<file path="src/rtl/da_serial_driver.sv">
// Bit-serial offset-binary DA driver: walks A bit-slices MSB-first, drives LUT addresses
// and shift-accumulates signed partial sums. Optional correction step: DA_DRV_CORR_EN.
module da_serial_driver #(
    parameter int DATA_WIDTH_A = 8,
    parameter int DATA_WIDTH_B = 8,
    parameter int K            = 4,
    parameter int LUT_WIDTH    = DATA_WIDTH_B + $clog2(K),
    parameter int ACC_WIDTH    = LUT_WIDTH + DATA_WIDTH_A + 2
) (
    input  logic                           clk,
    input  logic                           rst,
    input  logic                           in_valid,
    output logic                           in_ready,
    input  logic signed [DATA_WIDTH_A-1:0] A_in [K],
    input  logic signed [LUT_WIDTH:0]      b_half_sum,
    output logic                           gen_done,
    output logic [K-2:0]                   addr_array,
    input  logic signed [LUT_WIDTH:0]      LUT_out,
    output logic                           out_valid,
    input  logic                           out_ready,
    output logic signed [ACC_WIDTH-1:0]    result
);

    localparam int W     = DATA_WIDTH_A;
    localparam int CNT_W = (W > 1) ? $clog2(W) : 1;
    localparam logic [CNT_W-1:0] CNT_MAX = CNT_W'(W - 1);

    typedef enum logic [1:0] {
        IDLE = 2'd0,
        RUN  = 2'd1,
        FIX  = 2'd2,
        DONE = 2'd3
    } state_t;

    state_t                      state_q, state_d;
    logic [W-1:0]                a_sr_q [K];
    logic [W-1:0]                a_sr_d [K];
    logic [CNT_W-1:0]            bit_cnt_q, bit_cnt_d;
    logic signed [ACC_WIDTH-1:0] acc_q, acc_d;

    logic [K-1:0]                slice;
    logic [K-2:0]                addr_run;
    logic signed [ACC_WIDTH-1:0] lut_ext;
    logic signed [ACC_WIDTH-1:0] p_val;

`ifdef DA_DRV_CORR_EN
    logic signed [LUT_WIDTH:0]   bhs_q, bhs_d;
    logic signed [ACC_WIDTH-1:0] bhs_ext;

    assign bhs_ext = {{(ACC_WIDTH-LUT_WIDTH-1){bhs_q[LUT_WIDTH]}}, bhs_q};
`else
    logic unused_bhs;

    assign unused_bhs = ^b_half_sum;
`endif

    // Element 0's bit is hardwired to 1 inside the LUT, so the others are encoded relative to it
    always_comb begin
        for (int unsigned i = 0; i < K; i++) begin
            slice[i] = a_sr_q[i][W-1];
        end
        for (int unsigned i = 1; i < K; i++) begin
            addr_run[i-1] = ~(slice[i] ^ slice[0]);
        end
    end

    assign lut_ext = {{(ACC_WIDTH-LUT_WIDTH-1){LUT_out[LUT_WIDTH]}}, LUT_out};
    assign p_val   = slice[0] ? lut_ext : -lut_ext;
    assign result  = acc_q;

    always_comb begin
        state_d    = state_q;
        a_sr_d     = a_sr_q;
        bit_cnt_d  = bit_cnt_q;
        acc_d      = acc_q;
`ifdef DA_DRV_CORR_EN
        bhs_d      = bhs_q;
`endif
        in_ready   = 1'b0;
        gen_done   = 1'b0;
        addr_array = '0;
        out_valid  = 1'b0;

        case (state_q)
            IDLE: begin
                in_ready = 1'b1;
                if (in_valid) begin
                    for (int unsigned i = 0; i < K; i++) begin
                        a_sr_d[i] = A_in[i];
                    end
`ifdef DA_DRV_CORR_EN
                    bhs_d = b_half_sum;
`endif
                    bit_cnt_d = CNT_MAX;
                    state_d   = RUN;
                end
            end
            RUN: begin
                gen_done   = 1'b1;
                addr_array = addr_run;
                // The MSB slice carries negative (sign-bit) weight in two's complement
                if (bit_cnt_q == CNT_MAX) begin
                    acc_d = -p_val;
                end else begin
                    acc_d = (acc_q <<< 1) + p_val;
                end
                for (int unsigned i = 0; i < K; i++) begin
                    a_sr_d[i] = a_sr_q[i] << 1;
                end
                bit_cnt_d = bit_cnt_q - CNT_W'(1);
                if (bit_cnt_q == '0) begin
`ifdef DA_DRV_CORR_EN
                    state_d = FIX;
`else
                    state_d = DONE;
`endif
                end
            end
`ifdef DA_DRV_CORR_EN
            FIX: begin
                acc_d   = acc_q - bhs_ext;
                state_d = DONE;
            end
`endif
            DONE: begin
                out_valid = 1'b1;
                if (out_ready) begin
                    state_d = IDLE;
                end
            end
            default: state_d = IDLE;
        endcase
    end

    always_ff @(posedge clk or negedge rst) begin
        if (!rst) begin
            state_q   <= IDLE;
            bit_cnt_q <= '0;
            acc_q     <= '0;
            for (int unsigned i = 0; i < K; i++) begin
                a_sr_q[i] <= '0;
            end
`ifdef DA_DRV_CORR_EN
            bhs_q     <= '0;
`endif
        end else begin
            state_q   <= state_d;
            bit_cnt_q <= bit_cnt_d;
            acc_q     <= acc_d;
            for (int unsigned i = 0; i < K; i++) begin
                a_sr_q[i] <= a_sr_d[i];
            end
`ifdef DA_DRV_CORR_EN
            bhs_q     <= bhs_d;
`endif
        end
    end

endmodule

</file>
<file path="config.mk">
export PLATFORM = sky130hd
export DESIGN_NAME = da_serial_driver
export DESIGN_NICKNAME = d
export VERILOG_FILES = /design/src/rtl/da_serial_driver.sv
export SDC_FILE = /design/constraint.sdc
export NUM_CORES = 1
export LEC_CHECK = 0
export BUFFER_PORTS_ARGS = -buffer_cell sky130_fd_sc_hd__buf_2
export CAP_MARGIN = 15
export CORE_MARGIN = 2
export CORE_UTILIZATION = 43
export DETAILED_ROUTE_END_ITERATION = 8
export GPL_TIMING_DRIVEN = 1
export PLACE_DENSITY = 0.69
export SLEW_MARGIN = 15
export SYNTH_ARGS = -nofsm -noshare
export SYNTH_HDL_FRONTEND = slang
export SYNTH_SLANG_ARGS = --single-unit
</file>
<file path="constraint.sdc">
create_clock -name clk -period 2.55 [get_ports clk]
set_input_delay 0 -clock clk [delete_from_list [all_inputs] [get_ports clk]]
set_output_delay 0 -clock clk [all_outputs]
set_load 0.01 [all_outputs]
</file>
; ---- Yosys cells after proc, flatten, opt, wreduce, memory -nomap -nowiden
; Cells that the tools add are included.
[totals]
out_inout_bits = 26
ff_bits = 57
word_cells = 42
[classes]
reduce_logical = 5
eq_ne = 6
n_mux = 14
add_sub_neg = 4
n_bitwise = 6
[ops]
columns = cell, count
row1 = $pmux 32 s2, 1
row2 = $mux 20, 2
row3 = $mux 32, 1
row4 = $add 20x20->20, 1
row5 = $neg 11->20, 1
row6 = $neg 20->20, 1
row7 = $mux 2, 3
row8 = $mux 3, 2
row9 = $ne 2x2->1 const B, 3
row10 = $pmux 2 s3, 1
row11 = $pmux 3 s2, 1
row12 = $eq 3x3->1 const B, 1
row13 = $logic_not 3->1, 1
row14 = $mux 1, 3
row15 = $not 1->1, 3
row16 = $reduce_and 3->1, 1
row17 = $sub 3x1->3 const B, 1
row18 = $xor 1x1->1, 3
row19 = $eq 2x1->1 const B, 1
row20 = $eq 2x2->1 const B, 1
row21 = $logic_not 2->1, 1
row22 = $reduce_and 2->1, 1
row23 = $reduce_bool 2->1, 1

; ---- Depth between registers and ports, before layout
[depth]
ltp_word = 4
depth_mapped = 15
depth_no_buf = 15

; ---- Least setup slack after synthesis
; Ideal clock, no wire load.
[synth_path]
path_type = register to register
start = reg a_sr_q[31] in the netlist's numbering
end = reg acc_q[19], in the netlist result[19]
path_stages_with_launch = 13
arrival_ps = 2717
path_buffers = 1
slack_ps = -263
synth_period_minus_slack_ps = 2813
path_cell_list = dfrtp_1 -> buf_2 -> a21oi_1 -> xor2_1 -> ha_1 -> a21o_1 -> a211o_1 -> nor3_1 -> nor2_1 -> a31oi_1 -> a21oi_1 -> xnor2_1 -> o31ai_1
[synth_via]
elab_chain_cells = 3
[synth_rtl]
columns = item, line
row1 = from (decl), 36  ; logic [W-1:0] a_sr_q [K];
row2 = "from (signal, indexed assignment)", 151  ; a_sr_q[i] <= a_sr_d[i];
row3 = $mux 20 (*), 68  ; assign p_val = slice[0] ? lut_ext : -lut_ext;
row4 = $add 20x20->20 / $neg 20->20 (equally long branches), "105, 103"
row5 = $mux 20 (*), 102  ; if (bit_cnt_q == CNT_MAX) begin
row6 = to (signal assigned), 139  ; acc_q <= '0;
row7 = to (signal assigned), 149  ; acc_q <= acc_d;
row8 = to (decl), 39  ; logic signed [ACC_WIDTH-1:0] acc_q, acc_d;
; Every way passes the cells marked *; elsewhere a longest branch is shown, timed or not.
; A chain may end at the register's enable or synchronous reset.

; ---- Worst setup path after layout
[layout_path]
start = reg a_sr_q[31] in the netlist's numbering
end = reg acc_q[15], in the netlist result[15]
; The elaborated chain is that of the path after synthesis.

==> results.sh <==
export IMPL_grt_pass1_wl_um=18300
export IMPL_use_met3=0.0369
export IMPL_mostFrequentLayoutCell="buf_4"
export IMPL_netlist_instances=449
export IMPL_regArea_um2=1430
export IMPL_arrival_ns=3.04
export IMPL_fin_crit_ns=2.81
export IMPL_cts_buffers=9
export IMPL_drt_wl_total_um=11200
export IMPL_critPathKind="register to register"
export IMPL_cp_endpoint="result[15]"
export IMPL_final_util=0.667
export IMPL_antenna_found_initial=0
export IMPL_vias_per_cell=5.25
export IMPL_drtAntennaViolNets=0
export IMPL_syn_area_per_cell_um2=8.83
export IMPL_ys_types=48
export IMPL_die_y_um=100
export IMPL_rsz0062_at_grt="yes"
export IMPL_num_antenna_cells=0
export IMPL_critPathMaxFanout=8
export IMPL_busiest_layer="met2"
export IMPL_drt_initial_drc_count=101
export IMPL_grt_max_degree=44
export IMPL_drc=0
export IMPL_drt_pass1_iter_count=6
export IMPL_worst_r2r_startpoint="a_sr_q[31]"
export IMPL_clock_path_buffers=2
export IMPL_rows=35
export IMPL_rr_worst_depth=13
export IMPL_yosys_area_top_type="dfrtp_1"
export IMPL_synth_top_area_frac=0.360
export IMPL_synthTopCellsByArea="dfrtp_1, ha_1, mux2i_1"
export IMPL_routabilityCongestion=0.927
export IMPL_finalSetupViolations=11
export IMPL_relSlewSlack=0.563
export IMPL_port_buffers=72
export IMPL_grt_ovfl_total=0
export IMPL_cts_sinks=57
export IMPL_multi_input_area_um2=2870
export IMPL_synth_fp_nets=534
export IMPL_clock_skew_ns=0.00997
export IMPL_final_nets=714
export IMPL_power_total_mw=9.63
export IMPL_crit_required_ns=2.78
export IMPL_report_final_slew_viol_count=0
export IMPL_synth_seq_cells=57
export IMPL_ir_worst_vdd_mv=0.575
export IMPL_ys_seq_area_frac=0.360
export IMPL_use_met2=0.399
export IMPL_area_delta_synth_final_pct=53.4
export IMPL_fillCellCount=706
export IMPL_setup_ws_ns=-0.263
export IMPL_p_leak_nw=2.91
export IMPL_post_drt_wl_per_cell_um=15.1
export IMPL_grt_usage=0.231
export IMPL_worst_setup_path_end_kind="register"
export IMPL_htreeDepth=3
export IMPL_dp_final_hpwl_um=7700
export IMPL_coreArea_um2=9110
export IMPL_cts_tree="done"
export IMPL_worst_skew_pair_late_latency_ns=0.35
export IMPL_outcome="finished, violations left"
export IMPL_startpoint="a_sr_q[31]"
export IMPL_violations="negative setup slack"
export IMPL_fmax_mhz=356
export IMPL_hp_class="input port to register"
export IMPL_vias=3909
export IMPL_tightestPinTransition_ns=0.653
export IMPL_start_util=0.435
export IMPL_hold_viol_final=0
export IMPL_pwr_density_cell_nw_per_um2=1580
export IMPL_die_area_um2=10000
export IMPL_period_share=1.10
export IMPL_drv_cap=0
export IMPL_regToRegEndpoint="result[15]"
export IMPL_yosys_warnings=0
export IMPL_cts_root_buf="clkbuf_8"
export IMPL_grtUsageMet1=0.292
export IMPL_cts_reportedPaths_clkPinSlew_ns=0.07
export IMPL_drive_above_1_share=0.399
export IMPL_die_x_um=100
export IMPL_r2r_slack_ns=-0.26
export IMPL_grt_pass1_vias=3953
export IMPL_final_cell_mix="buf_4, buf_2, nand2_1, dfrtp_1, o21ai_0"
export IMPL_pin_count=84
export IMPL_worstSetupStartpointType="register"
export IMPL_syn_area_um2=3960
-- cell usage after synthesis, drive strengths merged --
cell	instances
a211o	1
a211oi	6
a21o	11
a21oi	25
a22o	4
a22oi	1
a31o	1
a31oi	5
and2	2
and3	2
and3b	1
buf	7
clkbuf	13
dfrtp	57
fa	1
ha	26
inv	17
mux2	5
mux2i	30
nand2	61
nand2b	4
nand3	3
nand3b	1
nand4	3
nor2	33
nor2b	3
nor3	13
nor3b	1
nor4	3
o211ai	3
o21a	2
o21ai	53
o21bai	2
o221ai	1
o22ai	1
o31a	2
o31ai	4
o41ai	1
or3	3
or4	1
xnor2	18
xor2	18
-- stage by stage --
stage                     worst slack [ns]  instances  area (µm²)  TNS (ns)  hold WS, ns
after floorplan                    -0.0834        449        4120    -0.163       -0.296
after global placement              -0.311        680        5080     -1.97     -0.00169
after detailed placement            -0.418        680        5080     -2.78      0.00149
after CTS                           -0.194        735        5810    -0.889       0.0516
after global routing                -0.341        745        6080     -3.26       0.0963
final                               -0.263        745        6080     -1.55       0.0675
-- worst min path at each step --
stage | end | start | depth (start not counted) | slack (ns)
floorplan | a_sr_q[0] | rst | 0 | -0.30
global placement | result[4] | rst | 1 | -0.002
detailed placement | result[5] | rst | 1 | 0.001
CTS | result[0] | LUT_out[0] | 4 | 0.05
global route | result[0] | LUT_out[0] | 4 | 0.1
finish | result[0] | LUT_out[0] | 4 | 0.07
-- cell type report --
type | count | area share
multi-input combinational | 355 | 0.472
sequential | 57 | 0.235
timing repair buffer | 189 | 0.226
tap | 111 | 0.0228
clock buffer | 9 | 0.0204
clock inverter | 7 | 0.0130
inverter | 17 | 0.0105
-- critical path: stages, from the launching register on --
cell and delay, ns:
dfrtp_2 0.52, buf_6 0.17, a21oi_4 0.13, xor2_2 0.22, ha_4 0.24, a21o_1 0.20, a211o_1 0.31, nor3_2 0.13
nor2_2 0.09, buf_4 0.15, a31o_4 0.22, xor2_1 0.13, a21oi_1 0.13, o21ai_1 0.07
-- state kept, by name, summed over array words and instances, names as in the netlist --
register / cells
a_sr_q: 32
result: 20
bit_cnt_q: 3
state_q: 2
-- layer usage --
metal | vias to the layer above | part of all wire
met1 | 1873 | 0.44
li1 | 1924 | -
met3 | 19 | 0.038
met2 | 93 | 0.50
met5 | - | 0
met4 | 0 | 0.017
-- repair_timing --
action                     4_1_cts  5_1_grt
hold buffers                    34        0
setup endpoints to repair       13       14
hold endpoints to repair        52        0
buffers inserted                 5       10
gates resized for setup         31       41
pin swaps                       12       27
-- cell families after synthesis --
logic type	share of synthesized area
muxes	0.0900
xor gates and xnor gates	0.0815
AOI/OAI and AO/OA	0.185
and+or+nand+nor	0.159
adders and majority gates	0.0871
DFF	0.360
buffers and inverters	0.0366
-- power by group --
part | internal [mW] | switching [mW]
logic | 3.50 | 3.50
registers | 1.36 | 0.380
clock network | 0.457 | 0.436
(Power assumes the default switching activity.)
